$ cat src/rtl/project_mux_ctrl.sv
// project_mux_ctrl: owner-select controller for a shared user IO pad mux.
//
// A Wishbone classic slave exposes two registers:
//   BASE_ADDR + 0x00  CTRL   [SELW-1:0] requested project select (req)
//   BASE_ADDR + 0x04  STATUS [SELW-1:0] sel_o, [8] busy_o, [9] sticky ERR (write 1 to clear)
// A legal CTRL write that differs from sel_o runs the switch sequence
// ASSERT -> HOLD (HOLD_CYCLES clocks) -> SWITCH -> RELEASE. The outgoing project is
// held in reset and the pads are tri-stated for the whole sequence. Every project
// that does not own the mux is always held in reset.
//
// Ports:
//   wb_clk_i, wb_rst_i        clock, synchronous active-high reset
//   wbs_*                     Wishbone classic slave (only byte lane 0 honoured for CTRL)
//   sel_o, sel_valid_o        current owner index and pad-drive enable
//   proj_rst_o                per-project active-high reset
//   busy_o                    a switch sequence is in progress
//   la_sel_i, la_force_i      logic-analyser override, present only with PMC_LA_OVERRIDE_EN
//
// Build option: define PMC_LA_OVERRIDE_EN to add the logic-analyser override; a rising
// edge of la_force_i in IDLE starts a switch to la_sel_i, and CTRL writes are rejected
// while la_force_i is held.
module project_mux_ctrl #(
    parameter int unsigned NPROJ       = 4,
    parameter int unsigned SELW        = 2,
    parameter int unsigned HOLD_CYCLES = 8,
    parameter logic [31:0] BASE_ADDR   = 32'h3000_0000
) (
    input  logic             wb_clk_i,
    input  logic             wb_rst_i,
    input  logic             wbs_stb_i,
    input  logic             wbs_cyc_i,
    input  logic             wbs_we_i,
    input  logic [3:0]       wbs_sel_i,
    input  logic [31:0]      wbs_adr_i,
    input  logic [31:0]      wbs_dat_i,
    output logic             wbs_ack_o,
    output logic [31:0]      wbs_dat_o,
    output logic [SELW-1:0]  sel_o,
    output logic             sel_valid_o,
    output logic [NPROJ-1:0] proj_rst_o,
    output logic             busy_o
`ifdef PMC_LA_OVERRIDE_EN
    ,
    input  logic [SELW-1:0]  la_sel_i,
    input  logic             la_force_i
`endif
);

    typedef enum logic [2:0] {
        StIdle,
        StAssert,
        StHold,
        StSwitch,
        StRelease
    } state_e;

    state_e           state_q, state_d;
    logic [7:0]       cnt_q, cnt_d;
    logic [SELW-1:0]  sel_q, sel_d;
    logic [SELW-1:0]  req_q, req_d;
    logic             sel_valid_q, sel_valid_d;
    logic             busy_q, busy_d;
    logic             err_q, err_d;
    logic             ack_q, ack_d;
    logic [31:0]      dat_q, dat_d;
    logic [NPROJ-1:0] proj_rst_q, proj_rst_d;

    logic       wb_req, hit_ctrl, hit_status, ctrl_wr, status_wr;
    logic       sw_valid, err_set;
    logic [7:0] sw_val;

    // Bits that no register field uses.
    logic unused_bits;
    assign unused_bits = ^{wbs_sel_i[3:1], wbs_dat_i[31:10], wbs_dat_i[8]};

    assign wb_req     = wbs_stb_i & wbs_cyc_i & ~ack_q;
    assign hit_ctrl   = (wbs_adr_i == BASE_ADDR);
    assign hit_status = (wbs_adr_i == BASE_ADDR + 32'd4);
    assign ctrl_wr    = wb_req & wbs_we_i & hit_ctrl & wbs_sel_i[0];
    assign status_wr  = wb_req & wbs_we_i & hit_status;

`ifdef PMC_LA_OVERRIDE_EN
    logic la_force_q;
    logic la_rise;
    assign la_rise = la_force_i & ~la_force_q;
`endif

    always_comb begin
        state_d     = state_q;
        cnt_d       = cnt_q;
        sel_d       = sel_q;
        req_d       = req_q;
        sel_valid_d = sel_valid_q;
        busy_d      = busy_q;
        err_d       = err_q;
        proj_rst_d  = proj_rst_q;
        ack_d       = wb_req;
        dat_d       = '0;
        sw_valid    = 1'b0;
        sw_val      = 8'h00;
        err_set     = 1'b0;

        // Read data is only non-zero in the ack cycle of a mapped read.
        if (wb_req && !wbs_we_i) begin
            if (hit_ctrl) begin
                dat_d[SELW-1:0] = req_q;
            end else if (hit_status) begin
                dat_d[SELW-1:0] = sel_q;
                dat_d[8]        = busy_q;
                dat_d[9]        = err_q;
            end
        end

        unique case (state_q)
            StIdle: ;
            StAssert: begin
                proj_rst_d[sel_q] = 1'b1;
                sel_valid_d       = 1'b0;
                busy_d            = 1'b1;
                cnt_d             = 8'(HOLD_CYCLES - 1);
                state_d           = StHold;
            end
            StHold: begin
                if (cnt_q == 8'd0) begin
                    state_d = StSwitch;
                end else begin
                    cnt_d = cnt_q - 8'd1;
                end
            end
            StSwitch: begin
                sel_d   = req_q;
                state_d = StRelease;
            end
            StRelease: begin
                proj_rst_d[sel_q] = 1'b0;
                sel_valid_d       = 1'b1;
                busy_d            = 1'b0;
                state_d           = StIdle;
            end
            default: state_d = StIdle;
        endcase

`ifdef PMC_LA_OVERRIDE_EN
        if (la_force_i) begin
            err_set  = ctrl_wr;
            sw_valid = la_rise;
            sw_val   = 8'(la_sel_i);
        end else begin
            sw_valid = ctrl_wr;
            sw_val   = wbs_dat_i[7:0];
        end
`else
        sw_valid = ctrl_wr;
        sw_val   = wbs_dat_i[7:0];
`endif

        // Any non-IDLE state counts as busy, so a request landing in RELEASE is rejected.
        if (sw_valid) begin
            if ((sw_val >= 8'(NPROJ)) || (state_q != StIdle)) begin
                err_set = 1'b1;
            end else begin
                req_d = sw_val[SELW-1:0];
                if (sw_val[SELW-1:0] != sel_q) begin
                    state_d = StAssert;
                end
            end
        end

        if (status_wr && wbs_dat_i[9]) begin
            err_d = 1'b0;
        end
        if (err_set) begin
            err_d = 1'b1;
        end
    end

    // Reset lands in HOLD so project 0 is released without any bus traffic.
    always_ff @(posedge wb_clk_i) begin
        if (wb_rst_i) begin
            state_q     <= StHold;
            cnt_q       <= 8'(HOLD_CYCLES - 1);
            sel_q       <= '0;
            req_q       <= '0;
            sel_valid_q <= 1'b0;
            busy_q      <= 1'b1;
            err_q       <= 1'b0;
            ack_q       <= 1'b0;
            dat_q       <= '0;
            proj_rst_q  <= '1;
`ifdef PMC_LA_OVERRIDE_EN
            la_force_q  <= 1'b0;
`endif
        end else begin
            state_q     <= state_d;
            cnt_q       <= cnt_d;
            sel_q       <= sel_d;
            req_q       <= req_d;
            sel_valid_q <= sel_valid_d;
            busy_q      <= busy_d;
            err_q       <= err_d;
            ack_q       <= ack_d;
            dat_q       <= dat_d;
            proj_rst_q  <= proj_rst_d;
`ifdef PMC_LA_OVERRIDE_EN
            la_force_q  <= la_force_i;
`endif
        end
    end

    assign wbs_ack_o   = ack_q;
    assign wbs_dat_o   = dat_q;
    assign sel_o       = sel_q;
    assign sel_valid_o = sel_valid_q;
    assign proj_rst_o  = proj_rst_q;
    assign busy_o      = busy_q;

endmodule
$ cat config.mk
export PLATFORM = sky130hd
export DESIGN_NAME = project_mux_ctrl
export DESIGN_NICKNAME = d
export VERILOG_FILES = /design/src/rtl/project_mux_ctrl.sv
export SDC_FILE = /design/constraint.sdc
export NUM_CORES = 1
export LEC_CHECK = 0
export BUFFER_PORTS_ARGS = -buffer_cell sky130_fd_sc_hd__buf_4
export CAP_MARGIN = 15
export CORE_AREA = 2 2 66 68
export DETAILED_ROUTE_END_ITERATION = 12
export DIE_AREA = 0 0 68 70
export GPL_TIMING_DRIVEN = 0
export PLACE_DENSITY = 0.78
export SYNTH_ARGS = -nofsm -noshare
export SYNTH_HDL_FRONTEND = slang
export SYNTH_SLANG_ARGS = --single-unit
$ cat constraint.sdc
create_clock -name wb_clk_i -period 1.97 [get_ports wb_clk_i]
set_input_delay 0.2955 -clock wb_clk_i [delete_from_list [all_inputs] [get_ports wb_clk_i]]
set_output_delay 0.2955 -clock wb_clk_i [all_outputs]
set_load 0.02 [all_outputs]
# After elaboration in Yosys (flattened, before gate mapping)
# Cells that the tools add are included.
dict set report op_classes {
  n_addsub 1
  magnitude_cmp 3
  n_eq_ne 8
  muxes 18
  n_bitwise 13
  reduce_logical 15
}
# op count
set op_table {}
lappend op_table {{equality test 32 x 30 -> 1 bit, second input constant} 2}
lappend op_table {{case mux 8 bit (2 select lines)} 1}
lappend op_table {{2-to-1 mux 3 bit} 4}
lappend op_table {{case mux 3 bit (4 select lines)} 1}
lappend op_table {{greater-or-equal comparator 8 x 3 -> 1 bit, second input constant} 1}
lappend op_table {{zero test 8 bit} 1}
lappend op_table {{2-to-1 mux 8 bit} 1}
lappend op_table {{case mux 4 bit (2 select lines)} 1}
lappend op_table {{subtractor 8 x 1 -> 8 bit, second input constant} 1}
lappend op_table {{AND 1 bit} 6}
lappend op_table {{equality test 3 x 2 -> 1 bit, second input constant} 2}
lappend op_table {{nonzero test 2 bit} 3}
lappend op_table {{2-to-1 mux 1 bit} 5}
lappend op_table {{AND 4 bit} 1}
lappend op_table {{2-to-1 mux 2 bit} 2}
lappend op_table {{NOT 1 bit} 4}
lappend op_table {{NOT 4 bit} 1}
lappend op_table {{OR 4 bit} 1}
lappend op_table {{case mux 1 bit (2 select lines)} 2}
lappend op_table {{AND reduction 2 bit} 2}
lappend op_table {{OR reduction 4 bit} 1}
lappend op_table {{equality test 3 x 1 -> 1 bit, second input constant} 1}
lappend op_table {{equality test 3 bit, second input constant} 1}
lappend op_table {{logical AND 1 bit} 3}
lappend op_table {{10 further kinds} 10}
dict set report totals {
  reg_bits 55
  input_bits 73
  output_inout_bits 41
  elab_cells 70
}

# Logic depth before layout (Yosys ltp)
# Gate-level depths: netlist of the first run.
dict set report depth {
  word_depth 7
  depth_mapped 6
  depth_no_buf 6
}

# Worst setup path before layout of the first run
# No wires, ideal clock.
dict set report synth_timing {
  path_kind {flip-flop to flip-flop}
  from {register cnt_q[3]}
  to {register cnt_q[2]}
  setup_time_ps 123
  arrival_time_ps 1632
  t_required_ps 1847
  path_slack_ps 214
  stages_incl_launch_ff 5
  path_buffers 0
  synth_period_minus_slack_ps 1756
  cell_sequence {dfxtp_1 or4_4 o31a_1 a2111oi_4 nor2_1}
}
dict set report synth_between {
  elab_chain_len 3
}
# element line
set synth_rtl {}
lappend synth_rtl {{start, declared} 58} ;# logic [7:0] cnt_q, cnt_d;
lappend synth_rtl {{start signal, assigned} 181} ;# cnt_q <= 8'(HOLD_CYCLES - 1);
lappend synth_rtl {{start signal, assigned} 195} ;# cnt_q <= cnt_d;
lappend synth_rtl {{zero test 8 bit} 124} ;# if (cnt_q == 8'd0) begin
lappend synth_rtl {{!= test 2 bit (no line)} -}
lappend synth_rtl {{AND reduction 2 bit (no line)} -}
# No other way between the ends.
# A chain may end at the register's enable or synchronous reset.

# Worst setup path in the final report of the first run
# Ends and elaborated chain as after synthesis.

==> results.md, run 1 <==
- Status: completed
- Vias in the first global route: around 1.4k
- Clock Tree Buf Depth: 2
- Post-synth top area share: 34.3%
- Syn Inst Count: about 180
- Mean Syn Cell Area: 8.71 sq um
- Diode count: 0
- Hold Crit Class: in2reg
- Area Growth Syn to Fin: 42.1%
- Critical-path maximum fanout: 5
- Number of enable flip-flop cells after synthesis: 0
- Dpl hpwl: ~2900 um
- Final hold vios: 0
- Clock sinks: 27
- PortBufs: 59
- Die Ht: 70 um
- CP Cell Sequence: or4_4, o31a_1, a2111oi_4, nor2_1
- Critical-path top delay cell: or4_4
- Most frequent standard cell in the layout excluding fill and tap cells: buf_4
- Max H-tree Level: 1
- Initial antenna violation count: 0
- Placer Congestion: 0.787
- Cell area after layout: between 0.002 and 0.0025 sq mm
- Wire per inst: between 10 and 15 um
- FF+latch count, synth: 27
- Max incr delay on CP: 580 ps
- Critical path's top delay family: compound AO/OA/AOI/OAI gates
- Normalized max-slew margin: 63.9%
- Primary FF master, synth: dfxtp_1
- Nets: about 350
- Static leakage: 1.04 nW
- I/O pin cnt: approximately 110
- Die ar.: ~0.0048 sq mm
- Min cycle time layout: approximately 1800 ps
- Setup Skew: between 5 and 6 ps
- Most area-hungry cell type in the Yosys netlist: dfxtp_1
- Die X-Extent: 68 um
- CP Launch Type: flop
- Share of layout cells above drive strength 1: 38.0%
- Maximum number of pins on one net before global-route repair: 17
- Clock Root Buffer: clkbuf_8
- Min Hold Slack: 206 ps
- Post-synth cell types: 45
- Final Cycle Share: slightly above 90%
- Largest cells by area after synthesis: dfxtp_1 34%, buf_4 13%, mux2i_1 6.3%
- Clock tree from TritonCTS: done
- Postcts setup bufs: 0
- Setup-failing EPs final: 0
- Worst-Margin Slew: 537 ps
- Antenna-violating nets left: 0
- Async S/R FF share, synth: 0%
- First-pass GRT wire length: between 5000 and 6000 um
- Post-Route WL: between 3000 and 4000 um
- YS warnings: 0
- Rows: 24
- Post-Synthesis Cell Area: 0.00158 sq mm
- Latest clock arrival within the worst-skew pair: approximately 270 ps
- Most frequent cells in the layout: 87 x buf_4, 28 x conb_1, 27 x dfxtp_1
- Worst Path Arrival: ~2000 ps
- CP endpoint kind: flop
- PwrDens: ~500 mW/mm^2
- Sequential area share after synthesis: between 30% and 40%
- Setup_tns: 0 ps
- Clock-pin transition on the worst setup and hold timing paths: 100 ps
- Filler cells: ~380
- Max Cap Viol: 0
- GRT Overall Usage: about 15%
- Worst VDD drop: 0.297 mV
- Overflow after GRT: 0
- Max-slew violation count: 0
- Via density: ~4.6
- Cell Area, Placed: ~0.0022 sq mm
- Initial Util: a little under two fifths
- RSZ-0062 raised after global routing: no
- CP Data Required Time: around 2100 ps
- Vias: around 1.5k
- Buf/Inv on CP: 0
- Initial drt markers: between 40 and 50
- Critical path class: reg2reg
- Pre-Repair DR Iteration Count: 5
- FMAX: about 540 MHz
- Hold buffer count at cts: 0
- Residual DRC: 0
- CTS buffer count: 3
- CORE AREA: between 0.004 and 0.005 sq mm
-- stage by stage --
stage | std cells | power, mW | util, % | setup slack [ps]
final | 323 | 1.11 | 54.1 | 130
after detailed placement | 319 | 0.804 | 52.7 | 145
after global routing | 323 | 1.17 | 54.1 | 2.61
after CTS | 323 | 1.12 | 53.9 | 132
after global placement | 319 | 0.801 | 52.7 | 166
after floorplan | 208 | 0.715 | - | 214
-- area by class of cell --
type                            count  area [sq um]  share of cell area [%]
Clock inverter                      1          7.51                   0.335
Clock buffer                        3          41.3                    1.84
Multi-Input combinational cell    143           893                    39.9
Sequential cell                    27           541                    24.1
Timing Repair Buffer               59           443                    19.8
Tap cell                           52          65.1                    2.90
Inverter                            4          15.0                   0.670
Buffer                             34           235                    10.5
-- worst register-to-register path, delay by kind of cell (launching register included) --
kind,cells,cell delay (ps)
AND/OR/NAND/NOR,2,660
flip-flops,1,360
AO/OA/AOI/OAI,2,720
-- worst paths after layout --
check,startpoint,end,slack (ps),depth (start not counted)
max reg2reg,cnt_q[3]$_SDFFE_PP0P_,cnt_q[2]$_SDFFE_PP1P_,130,4
max,cnt_q[3]$_SDFFE_PP0P_,cnt_q[2]$_SDFFE_PP1P_,130,4
min,wbs_we_i,wbs_dat_o[1]$_SDFF_PP0_,210,2
min reg2reg,cnt_q[6]$_SDFFE_PP0P_,cnt_q[6]$_SDFFE_PP0P_,480,2
-- logic make-up after synthesis --
| group | Yosys count | synth area share, % |
|---|---|---|
| xor+xnor | 3 | 1.67 |
| fa+ha+maj | 1 | 0.794 |
| buf+inv | 38 | 15.9 |
| simple gates | 71 | 25.5 |
| compound gates | 30 | 15.3 |
| other cells | 1 | 0.238 |
| mux | 10 | 6.35 |
| flops | 27 | 34.3 |
-- layer usage --
metal | part of all wire [%] | routed length (um) | track usage (%) | vias to the layer above
met5 | 0 | 0 | 0 | -
met2 | 53 | 1840 | 27.2 | 35
met3 | 5.6 | 194 | 3.70 | 2
li1 | - | - | - | 781
met1 | 41 | 1420 | 17.5 | 669
met4 | 0.43 | 15 | 2.89 | 0
-- cells in the mapped netlist, types with 5 or more instances --
cell      n
dfxtp_1  27
nor2_1   13
nor4_1   11
a21oi_1   5
nand2_1  14
o21ai_0   6
mux2i_1  10
buf_4    28
-- repair_timing --
action,4_1_cts,5_1_grt
setup endpoints to repair,0,2
hold endpoints to repair,0,0
gates resized for setup,0,1
-- report_power, final --
| part | switching, mW | total [mW] | leakage, nW | internal (mW) |
|---|---|---|---|---|
| clock network | 0.176 | 0.320 | 0.0217 | 0.144 |
| logic | 0.106 | 0.229 | 0.802 | 0.123 |
| registers | 0.00878 | 0.564 | 0.219 | 0.555 |
No activity file was read; power rests on OpenSTA's default activity.
==> inputs of run 2 (changes only) <==
- CELL_PAD_IN_SITES_DETAIL_PLACEMENT: default -> 1
- CELL_PAD_IN_SITES_GLOBAL_PLACEMENT: default -> 2
- CORE_AREA: 2 2 66 68 -> 2 2 90 92
- CTS_BUF_LIST: default -> sky130_fd_sc_hd__clkbuf_4
- DIE_AREA: 0 0 68 70 -> 0 0 92 94
- MAX_ROUTING_LAYER: default -> met4
- PLACE_DENSITY: 0.78 -> default
- PLACE_DENSITY_LB_ADDON: default -> 0.1
==> run 2 against run 1 <==
Cell area increased by 2.5%. Hold slack got worse by 50 ps. Combinational power about the same. Clock skew increased by 11 ps. Utilization decreased by 24 points. First-iteration DRC count decreased by 46%. Non-clock buffer count unchanged. Sequential power about the same. Final cell count increased by 15%. Critical path depth unchanged.
==> results.md, run 2 (same netlist as run 1, synthesis figures left out) <==
- Status: completed
- Critical path class: reg2reg
- Share of layout cells above drive strength 1: 38.7% (+0.74 points)
- Worst reg2reg path depth: 4 (unchanged)
- Max H-tree Level: 1 (unchanged)
- Residual DRC: 0 (unchanged)
- Normalized max-slew margin: 63.6% (-0.26 points)
- Setup Skew: 16.4 ps (+10.7 ps)
- Overflow after GRT: 0 (unchanged)
- Worst VDD drop: 0.179 mV (-40%)
- Maximum number of pins on one net before global-route repair: 15 (-2)
- Final Cycle Share: 95.7% (+2.3 points)
- Critical-path maximum fanout: 5 (unchanged)
- Rows: 32 (+33%)
- Worst R2R Setup Slack: 90 ps (-40 ps)
- CP Data Required Time: 2220 ps (+80 ps)
- Dpl hpwl: 3940 um (+38%)
- Area Growth Syn to Fin: 45.6%
- Most frequent standard cell in the layout excluding fill and tap cells: buf_4
- Vias in the first global route: 1620 (+18%)
- Setup_tns: 0 ps (unchanged)
- PwrDens: 464 mW/mm^2 (-6.6%)
- Die ar.: 0.00865 sq mm (+82%)
- Min cycle time layout: 1880 ps (+44.6 ps)
- Worst-Margin Slew: 543 ps (+6.79 ps)
- Postcts setup bufs: 0 (unchanged)
- Initial drt markers: 26 (-46%)
- Vias: 1518 (+2.1%)
- Initial Util: 20.7% (-17 points)
- Hold path cells: 2 (unchanged)
- Final hold vios: 0 (unchanged)
- Post-Route WL: 4630 um (+33%)
- CTS buffer count: 3 (unchanged)
- Clock sinks: 27 (unchanged)
- Wire per inst: 12.4 um (+15%)
- PortBufs: 59 (unchanged)
- First-pass GRT wire length: 7650 um (+33%)
- Most frequent cells in the layout: 87 x buf_4, 28 x conb_1, 27 x dfxtp_1
- Clock-pin transition on the worst setup and hold timing paths: 160 ps (+60 ps)
- Clock tree from TritonCTS: done
- Place WS: 50.1 ps (-95.0 ps)
- Initial antenna violation count: 0 (unchanged)
- FMAX: 531 MHz (-2.4%)
- RSZ-0062 raised after global routing: no
- R2R Path Start: cnt_q[3]$_SDFFE_PP0P_
- Nets: 346 (unchanged)
- Diode count: 0 (unchanged)
- Hold Crit Start: wbs_we_i
- Max-slew violation count: 0 (unchanged)
- CP endpoint kind: flop
- Setup-failing EPs final: 0 (unchanged)
- Max Cap Viol: 0 (unchanged)
- Latest clock arrival within the worst-skew pair: 340 ps (+70 ps)
- Via density: 4.07 (-12%)
- Static leakage: 1.04 nW (-0.24%)
- Placer Congestion: 0.710 (-9.8%)
- Worst Path Arrival: 2130 ps (+120 ps)
- Clock Tree Buf Depth: 2 (unchanged)
- I/O pin cnt: 114 (unchanged)
- Antenna-violating nets left: 0 (unchanged)
- WHS Endpoint: wbs_dat_o[1]$_SDFF_PP0_
- CP Launch Type: flop
- CORE AREA: 0.00761 sq mm (+84%)
- Hold Crit Class: in2reg
- Pre-Repair DR Iteration Count: 4 (-1)
- R2r endpoint: cnt_q[2]$_SDFFE_PP1P_
- Die X-Extent: 92 um (+35%)
- Final worst setup slack: 85.2 ps (-44.6 ps)
- Clock Root Buffer: clkbuf_4
- Die Ht: 94 um (+34%)
- GRT Overall Usage: 11.3% (-3.8 points)
## run 2: cell count changes in the layout (fill, tap and decap cells not counted)
cell	change
clkbuf_8	-3
a2111oi_1	-1
clkbuf_4	+4
clkinvlp_4	-1
a2111oi_2	+1
nor4_2	+1
nor4_1	-1
## run 2: area by class of cell
type                    count  area (sq um)
fillers                   959          5310
flip-flops and latches     27           541
repair buffers             59           443
well taps                 102           128
multi-input cells         143           905
plain buffers              34           235
clock buffers               4          30.0
inverters                   4          15.0
## run 2: layer usage
layer	share of wire, %	GRT usage [%]	vias up	routed length (um)
met5	0	-	-	0
met4	0.35	1.49	0	16
met3	4.1	2.49	2	189
met2	53	20.6	35	2470
met1	42	13.1	703	1950
li1	-	-	778	-
## run 2: power by group
part | internal (mW) | leakage, nW | total [mW] | switching, mW
Clock | 0.0932 | 0.0184 | 0.267 | 0.174
Combinational | 0.123 | 0.802 | 0.232 | 0.110
Sequential | 0.556 | 0.219 | 0.565 | 0.00908
Total | 0.772 | 1.04 | 1.06 | 0.292
## run 2: how the worst max path moves through the flow
stage / cells past startpoint / to / slack, ps / from
after floorplan: 4 / cnt_q[2]$_SDFFE_PP1P_ / 210 / cnt_q[3]$_SDFFE_PP0P_
after global routing: 4 / cnt_q[2]$_SDFFE_PP1P_ / 20 / cnt_q[3]$_SDFFE_PP0P_
after CTS: 5 / cnt_q[7]$_SDFFE_PP0P_ / 70 / state_q[2]$_SDFF_PP0_
after global placement: 5 / req_q[0]$_SDFFE_PP0P_ / 40 / wbs_adr_i[18]
after detailed placement: 5 / req_q[0]$_SDFFE_PP0P_ / 50 / wbs_adr_i[18]
final: 4 / cnt_q[2]$_SDFFE_PP1P_ / 90 / cnt_q[3]$_SDFFE_PP0P_
## run 2: repair_timing
action                     CTS  global route
setup endpoints to repair    0             6
hold buffers                 0             0
resized for setup            0             3
## run 2: stage by stage
step	util [%]	cells	power (mW)	hold WS, ps	instance area, sq um
after global routing	30.2	373	1.13	127	2300
after CTS	30.0	373	1.08	136	2280
after global placement	29.6	369	0.807	461	2250
final	30.2	373	1.06	156	2300
after floorplan	-	208	0.715	374	1680
after detailed placement	29.6	369	0.809	465	2250
## run 2: critical path, cell delays in order (launching register included)
cell and delay, ps:
dfxtp_1 380, or4_4 590, o31a_1 390, a2111oi_4 360, nor2_1 70
==> inputs of run 3 (changes only) <==
- GPL_TIMING_DRIVEN: 0 -> default
==> run 3 against run 2 <==
Critical path depth is the same. Sequential power is essentially flat. Sequential cell count is the same. Critical endpoint unchanged. Largest cell class unchanged. Largest power group unchanged.
==> results.md, run 3 (same netlist as run 1, synthesis figures left out) <==
- Initial Util: 20.7% (unchanged)
- Min cycle time layout: 1810 ps (-75.7 ps)
- CTS resizes: 0 (unchanged)
- First-pass GRT wire length: 7490 um (-2.1%)
- GRT Overall Usage: 11.2% (-0.082 points)
- Worst VDD drop: 0.167 mV (-6.7%)
- Setup Skew: 4.25 ps (-12.2 ps)
- Vias: 1462 (-3.7%)
- Clock Tree Buf Depth: 2 (unchanged)
- Antenna-violating nets left: 0 (unchanged)
- Hold Crit Class: in2reg
- Dpl hpwl: 3860 um (-2.0%)
- CP endpoint kind: flop
- Final hold vios: 0 (unchanged)
- Final Cycle Share: 91.8% (-3.8 points)
- Latest clock arrival within the worst-skew pair: 330 ps (about the same)
- Postcts setup bufs: 0 (unchanged)
- Worst Path Arrival: 2050 ps (-80 ps)
- Setup-failing EPs final: 0 (unchanged)
- I/O pin cnt: 114 (unchanged)
- PwrDens: 484 mW/mm^2 (+4.5%)
- Initial drt markers: 20 (-23%)
- Residual DRC: 0 (unchanged)
- Overflow after GRT: 0 (unchanged)
- Most frequent cells in the layout: 67 x buf_4, 28 x conb_1, 27 x dfxtp_1
- CORE AREA: 0.00761 sq mm (unchanged)
- Max Cap Viol: 0 (unchanged)
- Share of layout cells above drive strength 1: 33.1% (-5.7 points)
- Cell Count Post-Placement: 343 (-7.0%)
- CTS buffer count: 3 (unchanged)
- PortBufs: 59 (unchanged)
- Max H-tree Level: 1 (unchanged)
- Hold buffer count at cts: 0 (unchanged)
- Post-Route WL: 4540 um (-1.8%)
- Max incr delay on CP: 560 ps (-30 ps)
- Nets: 320 (-7.5%)
- Vias in the first global route: 1552 (-4.2%)
- Setup_tns: 0 ps (unchanged)
- CP Cell Sequence: or4_4, o31a_1, a2111oi_4, nor2_1
- Die X-Extent: 92 um (unchanged)
- Util after Layout: 27.6% (-2.5 points)
- Worst R2R Setup Slack: 160 ps (+80 ps)
- Via density: 4.21 (+3.5%)
- Status: completed
- Most frequent standard cell in the layout excluding fill and tap cells: buf_4
- Critical-path top delay cell: or4_4
- Area Growth Syn to Fin: 33.4%
- Max-slew violation count: 0 (unchanged)
- Critical-path maximum fanout: 5 (unchanged)
- Die Ht: 94 um (unchanged)
- CP Launch Type: flop
- CP Data Required Time: 2210 ps (about the same)
- Critical path class: reg2reg
- Pre-Repair DR Iteration Count: 4 (unchanged)
- Diode count: 0 (unchanged)
- Clock-pin transition on the worst setup and hold timing paths: 150 ps (about the same)
- Die ar.: 0.00865 sq mm (unchanged)
- Maximum number of pins on one net before global-route repair: 15 (unchanged)
- Rows: 32 (unchanged)
- Wire per inst: 13.1 um (+5.5%)
- RSZ-0062 raised after global routing: no
- Clock tree from TritonCTS: done
- Clock sinks: 27 (unchanged)
- Final instance count without filler cells: 347 (-7.0%)
- Placer Congestion: 0.686 (-3.4%)
- FMAX: 553 MHz (+4.2%)
- Clock Root Buffer: clkbuf_4
- Initial antenna violation count: 0 (unchanged)
- Static leakage: 0.909 nW (-13%)
-- run 3: cell count changes in the layout (fill, tap and decap cells not counted) --
| cell | before | now |
|---|---|---|
| nor4_1 | 10 | 11 |
| a2111oi_2 | 1 | 0 |
| clkbuf_1 | 4 | 0 |
| nor3b_4 | 1 | 0 |
| nor4_2 | 1 | 0 |
| a2111oi_1 | 0 | 1 |
| buf_4 | 87 | 67 |
| buf_2 | 2 | 0 |
| nor3b_2 | 1 | 2 |
-- run 3: routing by layer --
layer  global-route usage, %  share of wire, %  vias to the layer above  routed length (um)
li1                        -                 -                      724                   -
met1                    12.3                41                      699                1860
met2                    21.0                54                       37                2470
met3                    2.65               4.1                        2                 184
met4                    1.87              0.42                        0                  19
met5                       -                 0                        -                   0
-- run 3: cell type report --
type / count / area [sq um]
clock buffer: 4 / 30.0
timing repair buffer: 67 / 503
sequential: 27 / 541
fill: 943 / 5500
tap: 102 / 128
multi-input combinational: 143 / 887
inverter: 4 / 15.0
-- run 3: power breakdown --
part | leakage (nW) | total, mW | switching (mW) | internal (mW)
Clock | 0.0184 | 0.263 | 0.170 | 0.0931
Sequential | 0.219 | 0.565 | 0.00899 | 0.556
Combinational | 0.672 | 0.191 | 0.104 | 0.0870
-- run 3: worst paths after layout --
path                         startpoint                      end  cells after the start
setup / recovery  cnt_q[4]$_SDFFE_PP0P_    cnt_q[2]$_SDFFE_PP1P_                      4
hold / removal                 wbs_we_i  wbs_dat_o[0]$_SDFF_PP0_                      2
setup reg to reg  cnt_q[4]$_SDFFE_PP0P_    cnt_q[2]$_SDFFE_PP1P_                      4
hold reg to reg   cnt_q[6]$_SDFFE_PP0P_    cnt_q[6]$_SDFFE_PP0P_                      2
-- run 3: metrics by stage --
stage	worst slack, ps	hold WS, ps	cell area (sq um)	total power, mW
after floorplan	214	374	1680	0.715
after global placement	129	461	2070	0.767
after detailed placement	162	474	2070	0.770
after CTS	148	131	2100	1.05
after global routing	26.4	111	2100	1.09
final	161	146	2100	1.02
-- run 3: critical path: cells and delay by family, from the launching register on --
family	cells	cell delay, ps
compound gates	2	730
flops	1	360
simple gates	2	630
